$ cat config.mk
export PLATFORM = sky130hd
export DESIGN_NAME = id_ex_operand_reg
export DESIGN_NICKNAME = d
export VERILOG_FILES = /design/src/rtl/id_ex_operand_reg.sv
export SDC_FILE = /design/constraint.sdc
export NUM_CORES = 1
export LEC_CHECK = 0
export CAP_MARGIN = 20
export CORE_MARGIN = 3
export CORE_UTILIZATION = 45
export CTS_CLUSTER_DIAMETER = 150
export DETAILED_ROUTE_END_ITERATION = 10
export GPL_TIMING_DRIVEN = 1
export PLACE_DENSITY_LB_ADDON = 0.1
export SETUP_SLACK_MARGIN = 0.15
export SYNTH_ARGS = -nofsm -noshare
export SYNTH_HDL_FRONTEND = slang
export SYNTH_SLANG_ARGS = --single-unit
$ cat constraint.sdc
create_clock -name clk -period 2.25 [get_ports clk]
set_input_delay 0.45 -clock clk [delete_from_list [all_inputs] [get_ports clk]]
set_output_delay 0.45 -clock clk [all_outputs]
set_load 0.02 [all_outputs]
$ cat src/rtl/id_ex_operand_reg.sv
// ID->EX operand register: selects ALU operands and holds them in a main+skid buffer
// with valid/ready on both sides, synchronous flush and a saturating stall counter.
module id_ex_operand_reg #(
    parameter int unsigned DATA_W  = 64,
    parameter int unsigned ALUOP_W = 4,
    parameter int unsigned CNT_W   = 32
) (
    input  logic               clk,
    input  logic               rst_n,
    input  logic               flush,
    input  logic               in_valid,
    output logic               in_ready,
    input  logic [DATA_W-1:0]  in_pc,
    input  logic [DATA_W-1:0]  in_rs1,
    input  logic [DATA_W-1:0]  in_rs2,
    input  logic [DATA_W-1:0]  in_imm,
    input  logic [1:0]         in_src1_sel,
    input  logic [1:0]         in_src2_sel,
    input  logic [ALUOP_W-1:0] in_alu_op,
    input  logic [4:0]         in_rd,
    input  logic               in_rd_wen,
    output logic               out_valid,
    input  logic               out_ready,
    output logic [DATA_W-1:0]  operator_1,
    output logic [DATA_W-1:0]  operator_2,
    output logic [ALUOP_W-1:0] alu_op,
    output logic [DATA_W-1:0]  out_pc,
    output logic [4:0]         out_rd,
    output logic               out_rd_wen,
    output logic [CNT_W-1:0]   stall_cnt
);

    localparam int unsigned RD_W = 5;

    typedef struct packed {
        logic [DATA_W-1:0]  op1;
        logic [DATA_W-1:0]  op2;
        logic [DATA_W-1:0]  pc;
        logic [ALUOP_W-1:0] alu_op;
        logic [RD_W-1:0]    rd;
        logic               rd_wen;
    } entry_t;

    entry_t            main_q, main_d;
    entry_t            skid_q, skid_d;
    entry_t            new_c;
    logic              main_v_q, main_v_d;
    logic              skid_v_q, skid_v_d;
    logic [CNT_W-1:0]  stall_cnt_q, stall_cnt_d;
    logic              acc_c;
    logic              drn_c;

    // Operand selection on the ID side; only the selected values are stored
    always_comb begin
        new_c        = '0;
        new_c.pc     = in_pc;
        new_c.alu_op = in_alu_op;
        new_c.rd     = in_rd;
        new_c.rd_wen = in_rd_wen;
        case (in_src1_sel)
            2'b00:   new_c.op1 = in_rs1;
            2'b01:   new_c.op1 = in_pc;
            default: new_c.op1 = '0;
        endcase
        case (in_src2_sel)
            2'b00:   new_c.op2 = in_rs2;
            2'b01:   new_c.op2 = in_imm;
            2'b10:   new_c.op2 = DATA_W'(3'd4);
            default: new_c.op2 = '0;
        endcase
    end

    assign acc_c = in_valid & ~skid_v_q;
    assign drn_c = main_v_q & out_ready;

    // Buffer next state; flush wins over everything, skid always drains ahead of new data
    always_comb begin
        main_d      = main_q;
        skid_d      = skid_q;
        main_v_d    = main_v_q;
        skid_v_d    = skid_v_q;
        stall_cnt_d = stall_cnt_q;

        if (flush) begin
            main_v_d = 1'b0;
            skid_v_d = 1'b0;
        end else if (!main_v_q || drn_c) begin
            if (skid_v_q) begin
                main_d   = skid_q;
                main_v_d = 1'b1;
                skid_v_d = 1'b0;
            end else if (acc_c) begin
                main_d   = new_c;
                main_v_d = 1'b1;
            end else begin
                main_v_d = 1'b0;
            end
        end else if (acc_c) begin
            skid_d   = new_c;
            skid_v_d = 1'b1;
        end

        // Keep the stored write enable gated so out_rd_wen stays a plain flop output
        main_d.rd_wen = main_d.rd_wen & main_v_d;

        if (main_v_q && !out_ready && (stall_cnt_q != '1)) begin
            stall_cnt_d = stall_cnt_q + CNT_W'(1);
        end
    end

    always_ff @(posedge clk or negedge rst_n) begin
        if (!rst_n) begin
            main_q      <= '0;
            skid_q      <= '0;
            main_v_q    <= 1'b0;
            skid_v_q    <= 1'b0;
            stall_cnt_q <= '0;
        end else begin
            main_q      <= main_d;
            skid_q      <= skid_d;
            main_v_q    <= main_v_d;
            skid_v_q    <= skid_v_d;
            stall_cnt_q <= stall_cnt_d;
        end
    end

    assign in_ready   = ~skid_v_q;
    assign out_valid  = main_v_q;
    assign operator_1 = main_q.op1;
    assign operator_2 = main_q.op2;
    assign alu_op     = main_q.alu_op;
    assign out_pc     = main_q.pc;
    assign out_rd     = main_q.rd;
    assign out_rd_wen = main_q.rd_wen;
    assign stall_cnt  = stall_cnt_q;

endmodule

==> reports/metrics.cfg, run 1 <==
[worst_setup_path]
required_ps=1800
critical_path.cell_chain=clkdlybuf4s50_1
worst-setup-path-type=reg -> out
cp_max_fo=2
cpMaxStageDelayCell=clkdlybuf4s50_1
critPathArrivalTime_ps=1610
cp_num_buf_inv=1
slowest_delay_ps=700
crit_path_end_kind=primary output
start_kind=register
path_delay_family=buffers and inverters

[detailed_routing]
via_per_inst=5.52
num_vias=16381
drc=0
drt_pass1_iterations=5
wire_per_inst_um=20.6
wirelength_um=61100
antenna_left=0
drtIter0Drc=1295

[place]
dpl.hpwl_um=42800
port_buffers=510
gp_congestion=0.877
pre_cts_slack_ps=-5.83
place_area_sq_um=26300

[clock_network]
clock_latency_ps=570
cts-root-buf=clkbuf_16
cts_max_path_buffers=3
cts_setup_buffers=0
cts_tree=built
clk_pin_slew_ps=60
cts.sinks=438
htreeDepth=2
cts_buffers=46

[yosys]
synth_seq_cells=438
yosysTopAreaCell=dfrtp_1
yosysSeqAreaShare_pct=54.8
ys_warn_count=0
synthCells=1853
netlist_area_sq_um=20000
synth.area.top_cells=dfrtp_1 (55%), mux2_2 (8.6%), a21oi_1 (6.6%)
async_flop_share_pct=100
synthesis.nets=2129
synth_edf_count=0
synth.avg_cell_area_sq_um=10.8
yosys_most_used_dff=dfrtp_1
synth.distinct_cells=36
netlist.area_leader.share_pct=54.8

[layout]
nFillCells=3532
nNetsFinal=2619
postLayoutCellArea_sq_um=27800
fin_util_pct=64.0
drive_gt1_share_pct=13.5
syn_to_final_growth_pct=38.9

[timing]
slew_viol_final=0
finalWorstSetupSlack_ps=188
setup_viol=0
relSlewSlack_pct=21.2
timing.final.crit_share_pct=91.7
max_freq_mhz=485
finalCriticalPeriod_ps=2060
hold_viol=0
worst_pin_slew_ps=1180
fin_hold_ws_ps=482
skew_ps=19.3
rsz0062_at_grt=no

[die]
num_rows=76
coreArea_sq_um=43500
die-area_sq_um=47000
ioPinCount=511
die_w_um=217
die_h_um=217
initial_utilization_pct=46.0

[grt]
grt_max_degree=203
antenna_found_initial=7
grt_pass1_wl_um=95400
grt_pass1_vias=16948
grt_overflow=0
track_usage_pct=25.5

[power_and_ir_drop]
power-per-cell-area_nw_per_um2=842
power_w=0.0234
leakage_nw=12.5
ir_drop_uv=429

[flow_run]
timing.max_cap.violations=0

[status]
status=finished, final reports clean

[worst_hold_path]
hold_class=in -> async

[synthesized netlist by cell type (all sizes together) (2+ instances only)]
| master | count |
|---|---|
| nand3 | 16 |
| nor3 | 11 |
| nand2 | 16 |
| mux2i | 127 |
| and3 | 70 |
| inv | 6 |
| dfrtp | 438 |
| a21oi | 264 |
| xor2 | 9 |
| nor2 | 341 |
| mux2 | 203 |
| nand4 | 15 |
| clkbuf | 111 |
| nor2b | 3 |
| nand2b | 3 |
| and4 | 2 |
| nor4 | 6 |
| a22oi | 140 |
| or4 | 3 |
| buf | 41 |
| xnor2 | 20 |
[path summary, 6_finish.rpt]
kind / depth (start not counted) / endpoint / from / slack (ps)
max: 1 / out_pc[12] / out_pc[12] / 190
min: 2 / stall_cnt[16] / rst_n / 480
max reg2reg: 6 / stall_cnt[31] / stall_cnt[3] / 270
min reg2reg: 1 / skid_q[160] / skid_q[160] / 490
max in group asynchronous: 3 / out_pc[40] / rst_n / 1010
min in group clk: 4 / skid_q[96] / in_src2_sel[0] / 490
[flip-flops by register name (all words and copies together), names as in the netlist, 4 cells and up]
| name | flops |
|---|---|
| alu_op | 4 |
| operator_1 | 64 |
| operator_2 | 64 |
| out_pc | 64 |
| out_rd | 5 |
| skid_q | 202 |
| stall_cnt | 32 |
[stage by stage]
| step | instances | setup TNS [ps] |
|---|---|---|
| after floorplan | 1853 | 0 |
| after global placement | 2879 | 0 |
| after detailed placement | 2879 | -16.9 |
| after CTS | 2963 | 0 |
| after global routing | 2966 | 0 |
| final | 2967 | 0 |
[layer usage]
layer  share of wire, %  GRT usage [%]  wire (um)  vias up
li1                   -              -          -     7534
met1                 42           33.5      25400     8131
met2                 48           42.5      29500      604
met3                7.0           5.21       4260      108
met4                3.1           8.57       1910        4
met5              0.038              0         23        -
[cells by family after synthesis]
logic type / count (synthesis) / synth area share, %
and+or+nand+nor: 489 / 10.8
DFF: 438 / 54.8
AOI/OAI and AO/OA: 408 / 12.0
muxes: 330 / 17.8
buffers and inverters: 158 / 3.23
xor gates and xnor gates: 29 / 1.31
adders and majority gates: 1 / 0.0625
[timing repair]
action                     4_1_cts  5_1_grt
hold endpoints to repair        55        0
hold buffers                     1        0
resized for setup               33       14
setup endpoints to repair       33       14
[area by class of cell]
type                    instances  area (sq um)  area share [%]
inverters                       6          22.5          0.0810
flip-flops and latches        438         11000            39.4
clock inverters                13           196           0.707
diodes                          4          10.0          0.0360
repair buffers                594          6110            22.0
clock buffers                  70          1330            4.79
multi-input cells            1257          8430            30.3
well taps                     585           732            2.63
[placed cells by master (no fill, tap or decap), types with 2 or more instances in the layout]
master,n
xor2_1,9
dlymetal6s2s_1,13
clkbuf_8,7
a22oi_1,140
nor2b_1,2
and4_4,2
and3_4,2
inv_1,5
nand3_1,16
nand2b_1,3
buf_12,32
nor2_1,341
mux2_2,152
dlygate4sd2_1,33
a21oi_1,264
mux2_1,51
buf_4,53
or4_1,2
clkinv_2,6
dfrtp_1,437
bufinv_16,5
nor3_1,10
clkbuf_1,16
xnor2_1,19
clkdlybuf4s50_1,458
buf_2,3
nand4_1,15
clkbuf_16,47
mux2i_1,127
nand2_1,15
and3_1,68
diode_2,4
nor4_1,5
[report_power, final]
| part | switching, W | internal [W] | total, W |
|---|---|---|---|
| combinational | 0.00270 | 0.00272 | 0.00542 |
| clock | 0.00309 | 0.00465 | 0.00774 |
| sequential | 0.000922 | 0.00934 | 0.0103 |
| total | 0.00671 | 0.0167 | 0.0234 |
Note: power is estimated with default switching activity, not from simulation.
==> inputs of run 2 (changes only) <==
--- a/config.mk
+++ b/config.mk
@@ -6,13 +6,14 @@
 export NUM_CORES = 1
 export LEC_CHECK = 0
 export CAP_MARGIN = 20
-export CORE_MARGIN = 3
+export CORE_MARGIN = 8
 export CORE_UTILIZATION = 45
 export CTS_CLUSTER_DIAMETER = 150
 export DETAILED_ROUTE_END_ITERATION = 10
 export GPL_TIMING_DRIVEN = 1
 export PLACE_DENSITY_LB_ADDON = 0.1
 export SETUP_SLACK_MARGIN = 0.15
+export SKIP_CTS_REPAIR_TIMING = 1
 export SYNTH_ARGS = -nofsm -noshare
 export SYNTH_HDL_FRONTEND = slang
 export SYNTH_SLANG_ARGS = --single-unit
==> reports/metrics.cfg, run 2 (synthesis results as in run 1) <==
[status]
status=finished, final reports clean

[layout]
nFillCells=3613
regMostFlops=skid_q
stdcell_count=2967
largest_register_ffs=202
postLayoutCellArea_sq_um=28000
drive_gt1_share_pct=13.4
nNetsFinal=2615
layout.cells.most_common=dfrtp_1
mostFrequentLayoutCells=dfrtp_1 (437), clkdlybuf4s50_1 (434), nor2_1 (341)
syn_to_final_growth_pct=39.8

[timing]
finalCriticalPeriod_ps=2060
fin_hold_ws_ps=352
setup_viol=0
relSlewSlack_pct=48.2
slew_viol_final=0
rsz0062_at_grt=no
skew_ps=18.6
worst_pin_slew_ps=777
timing.final.crit_share_pct=91.4
max_freq_mhz=486
hold_viol=0
totalNegativeSetupSlack_ps=0
finalWorstSetupSlack_ps=192

[place]
dpl.hpwl_um=46100
dp_cells=2880
port_buffers=510
place_area_sq_um=26200
gp_congestion=0.869
pre_cts_slack_ps=-11.9

[worst_hold_path]
hold_class=in -> async

[worst_setup_path]
r2r_start=stall_cnt[19]
cpMaxStageDelayCell=clkdlybuf4s50_1
crit_path_end_kind=primary output
required_ps=1800
cp_max_fo=2
cp_num_buf_inv=1
reg2reg_slack_ps=260
start_kind=register
worst-setup-path-type=reg -> out
slowest_delay_ps=680
path_delay_family=buffers and inverters
rr_worst_depth=5
critical_path.cell_chain=clkdlybuf4s50_1
critPathArrivalTime_ps=1610
cp.depth=1
r2r-end=stall_cnt[1]

[die]
die_h_um=227
num_rows=77
coreArea_sq_um=44000
initial_utilization_pct=45.4
ioPinCount=511
die-area_sq_um=51500
die_w_um=227

[detailed_routing]
drtIter0Drc=1195
drc=0
num_vias=16420
wire_per_inst_um=21.8
drt_pass1_iterations=5
wirelength_um=64600
via_per_inst=5.53
antenna_left=0

[clock_network]
clk_pin_slew_ps=60
cts.sinks=438
cts_tree=built
cts_max_path_buffers=3
clock_latency_ps=570
cts-root-buf=clkbuf_16
cts_buffers=48
htreeDepth=2

[grt]
grt_overflow=0
grt_max_degree=152
grt_pass1_wl_um=98100
antenna_found_initial=6
grt_pass1_vias=17089
track_usage_pct=24.4

[power_and_ir_drop]
ir_drop_uv=613
power-per-cell-area_nw_per_um2=841
leakage_nw=13.1

[flow_run]
timing.max_cap.violations=0

## run 2: cell types whose count changed in the layout (fill, tap and decap cells not counted), moves of 2 or more
cell             before  now
clkdlybuf4s50_1     458  434
clkbuf_1             16   13
dlygate4sd2_1        33    0
buf_4                53   48
clkbuf_16            47   49
bufinv_16             5    3
dlymetal6s2s_1       13   70
clkinv_2              6    3
clkbuf_8              7   12
## run 2: layout make-up
cell class | instances | area, sq um | share of cell area (%)
sequential | 438 | 11000 | 39.2
multi-input combinational | 1257 | 8450 | 30.2
timing repair buffer | 588 | 6240 | 22.3
clock buffer | 74 | 1440 | 5.15
tap | 592 | 741 | 2.65
clock inverter | 8 | 120 | 0.429
inverter | 6 | 22.5 | 0.0805
antenna | 4 | 10.0 | 0.0358
## run 2: worst max path at each step
stage             startpoint             end  slack, ps
4_1_cts             skid_v_q        in_ready       -180
3_3_place_gp       out_ready  operator_2[17]        -10
2_1_floorplan   stall_cnt[2]   stall_cnt[31]        180
6_report           out_pc[0]       out_pc[0]        190
3_5_place_dp       out_ready  operator_2[59]        -10
5_1_grt        stall_cnt[19]    stall_cnt[1]        140
## run 2: per-stage QoR
step | total power (W) | utilization [%]
finish | 0.0235 | 63.6
floorplan | 0.0128 | -
global route | 0.0246 | 63.5
global placement | 0.0157 | 59.5
detailed placement | 0.0159 | 59.5
CTS | 0.0238 | 63.1
## run 2: power breakdown
| part | switching [W] | internal [W] | leakage (nW) |
|---|---|---|---|
| Combinational | 0.00275 | 0.00273 | 6.98 |
| Sequential | 0.000898 | 0.00934 | 5.39 |
| Clock | 0.00310 | 0.00471 | 0.760 |
| Total | 0.00675 | 0.0168 | 13.1 |
## run 2: per-layer routing
layer	track usage [%]	vias up	routed length [um]
met2	39.3	554	30700
met3	6.35	117	4800
met5	0	-	27
met4	10.1	4	2450
li1	-	7541	-
met1	31.0	8204	26700
==> inputs of run 3 (changes only) <==
==> constraint.sdc (replaced) <==
create_clock -name clk -period 1.71 [get_ports clk]
set_input_delay 0.342 -clock clk [delete_from_list [all_inputs] [get_ports clk]]
set_output_delay 0.342 -clock clk [all_outputs]
set_load 0.02 [all_outputs]
==> reports/metrics.cfg, run 3 (synthesis results as in run 1) <==
[clock_network]
htreeDepth=2
clk_pin_slew_ps=60
cts_buffers=47
cts.sinks=438
clock_latency_ps=580
cts-root-buf=clkbuf_16
cts_tree=built
cts_max_path_buffers=3

[power_and_ir_drop]
ir_drop_uv=700
p_int_w=0.0227
swShare_pct=29.4
power_frac_seq_pct=42.0
leakage_nw=14.1
pwr-share-clk_pct=34.1
power_switching_w=0.00944
power-per-cell-area_nw_per_um2=1080
comb_power_share_pct=23.9

[timing]
setup_viol=144
worst_pin_slew_ps=538
finalCriticalPeriod_ps=1830
rsz0062_at_grt=yes
hold_viol=0
skew_ps=16.0
finalWorstSetupSlack_ps=-120
slew_viol_final=0
relSlewSlack_pct=64.1
max_freq_mhz=546
timing.final.crit_share_pct=107

[worst_setup_path]
critical_path.cell_chain=nor2b_4, buf_6, nor3_4, buf_6, buf_6, clkbuf_16, buf_12, nor2_1, a21oi_1
start_kind=register
r2r_start=out_valid
cpMaxStageDelayCell=dfrtp_2
r2r-end=out_pc[30]
crit_path_end_kind=register
slowest_delay_ps=430
critPathArrivalTime_ps=2330
reg2reg_slack_ps=-120
cpMostUsedCell=buf_6
cp_max_fo=18
required_ps=2210
rr_worst_depth=9
worst-setup-path-type=reg -> reg

[detailed_routing]
num_vias=17224
wirelength_um=70400
via_per_inst=5.54
drtIter0Drc=1288
drt_pass1_iterations=7
antenna_left=0
drc=0
wire_per_inst_um=22.6

[layout]
nNetsFinal=2750
nFillCells=3374
largest_register_ffs=202
mostFrequentLayoutCells=dfrtp_1 (411), nor2_1 (316), clkdlybuf4s50_1 (268)
regMostFlops=skid_q
layout.cells.most_common=dfrtp_1
fin_util_pct=67.8
drive_gt1_share_pct=30.7
syn_to_final_growth_pct=49.1

[die]
ioPinCount=511
die-area_sq_um=51500
initial_utilization_pct=45.4
die_w_um=227
coreArea_sq_um=44000
die_h_um=227
num_rows=77

[place]
dpl.hpwl_um=46700
gp_congestion=0.876
pre_cts_slack_ps=-457
port_buffers=510

[flow_run]
timing.max_cap.violations=0

[grt]
track_usage_pct=24.5
grt_overflow=0
grt_pass1_wl_um=98700
grt_pass1_vias=17444
antenna_found_initial=10
grt_max_degree=101

[status]
status=complete, but fails checks
violations=setup timing

[worst_hold_path]
hold_class=in -> async

-- run 3: cell count changes in the layout (fill, tap and decap cells not counted), moves of 53 or more --
cell             delta
clkdlybuf4s50_1   -166
clkbuf_2          +148
buf_6              +61
buf_4              +56
a21oi_1            -54
a21oi_2            +53
-- run 3: layout make-up --
class	instances	area (sq um)	area share [%]
Multi-Input combinational cell	1257	9020	30.2
Timing Repair Buffer	724	7360	24.7
Inverter	6	27.5	0.0923
Clock inverter	13	193	0.646
Antenna cell	5	12.5	0.0419
Tap cell	592	741	2.48
Clock buffer	74	1480	4.96
Sequential cell	438	11000	36.9
-- run 3: worst max-delay path by stage --
stage	start	endpoint	slack, ps
2_1_floorplan	stall_cnt[2]	stall_cnt[31]	-200
3_3_place_gp	out_ready	skid_q[123]	-450
3_5_place_dp	out_ready	skid_q[142]	-460
4_1_cts	skid_v_q	in_ready	-630
5_1_grt	stall_cnt[6]	stall_cnt[31]	-210
6_report	out_valid	out_pc[30]	-120
-- run 3: power by group through the flow --
stage | sequential [W] | combinational, W | clock, W
6_report | 0.0135 | 0.00767 | 0.0109
4_1_cts | 0.0134 | 0.00780 | 0.0111
5_1_grt | 0.0137 | 0.00822 | 0.0116
3_3_place_gp | 0.0135 | 0.00757 | 0
3_5_place_dp | 0.0136 | 0.00775 | 0
2_1_floorplan | 0.0144 | 0.00285 | 0
-- run 3: metal layers --
metal  global-route usage, %  up-vias  part of all wire [%]
met2                    40.2      612                    50
met4                    7.75       10                   2.6
met5                       0        -                  0.10
li1                        -     7813                     -
met1                    31.4     8681                    41
met3                    6.23      108                   7.1
-- run 3: metrics by stage --
stage | setup TNS, ps | hold slack (ps) | power [W] | std cells | cell area (sq um)
CTS | -60980 | -399 | 0.0323 | 3035 | 28800
finish | -7310 | 226 | 0.0321 | 3109 | 29800
floorplan | -757 | 46.4 | 0.0172 | 1853 | 20900
detailed placement | -152140 | 218 | 0.0213 | 2948 | 27200
global route | -17670 | 226 | 0.0335 | 3109 | 29800
global placement | -145470 | 221 | 0.0211 | 2948 | 27200
-- run 3: critical path: cells and delay by family, from the launching register on --
family / cells / cell delay, ps
AND/OR/NAND/NOR: 3 / 470
AO/OA/AOI/OAI: 1 / 110
flip-flops: 1 / 430
buffers and inverters: 5 / 730
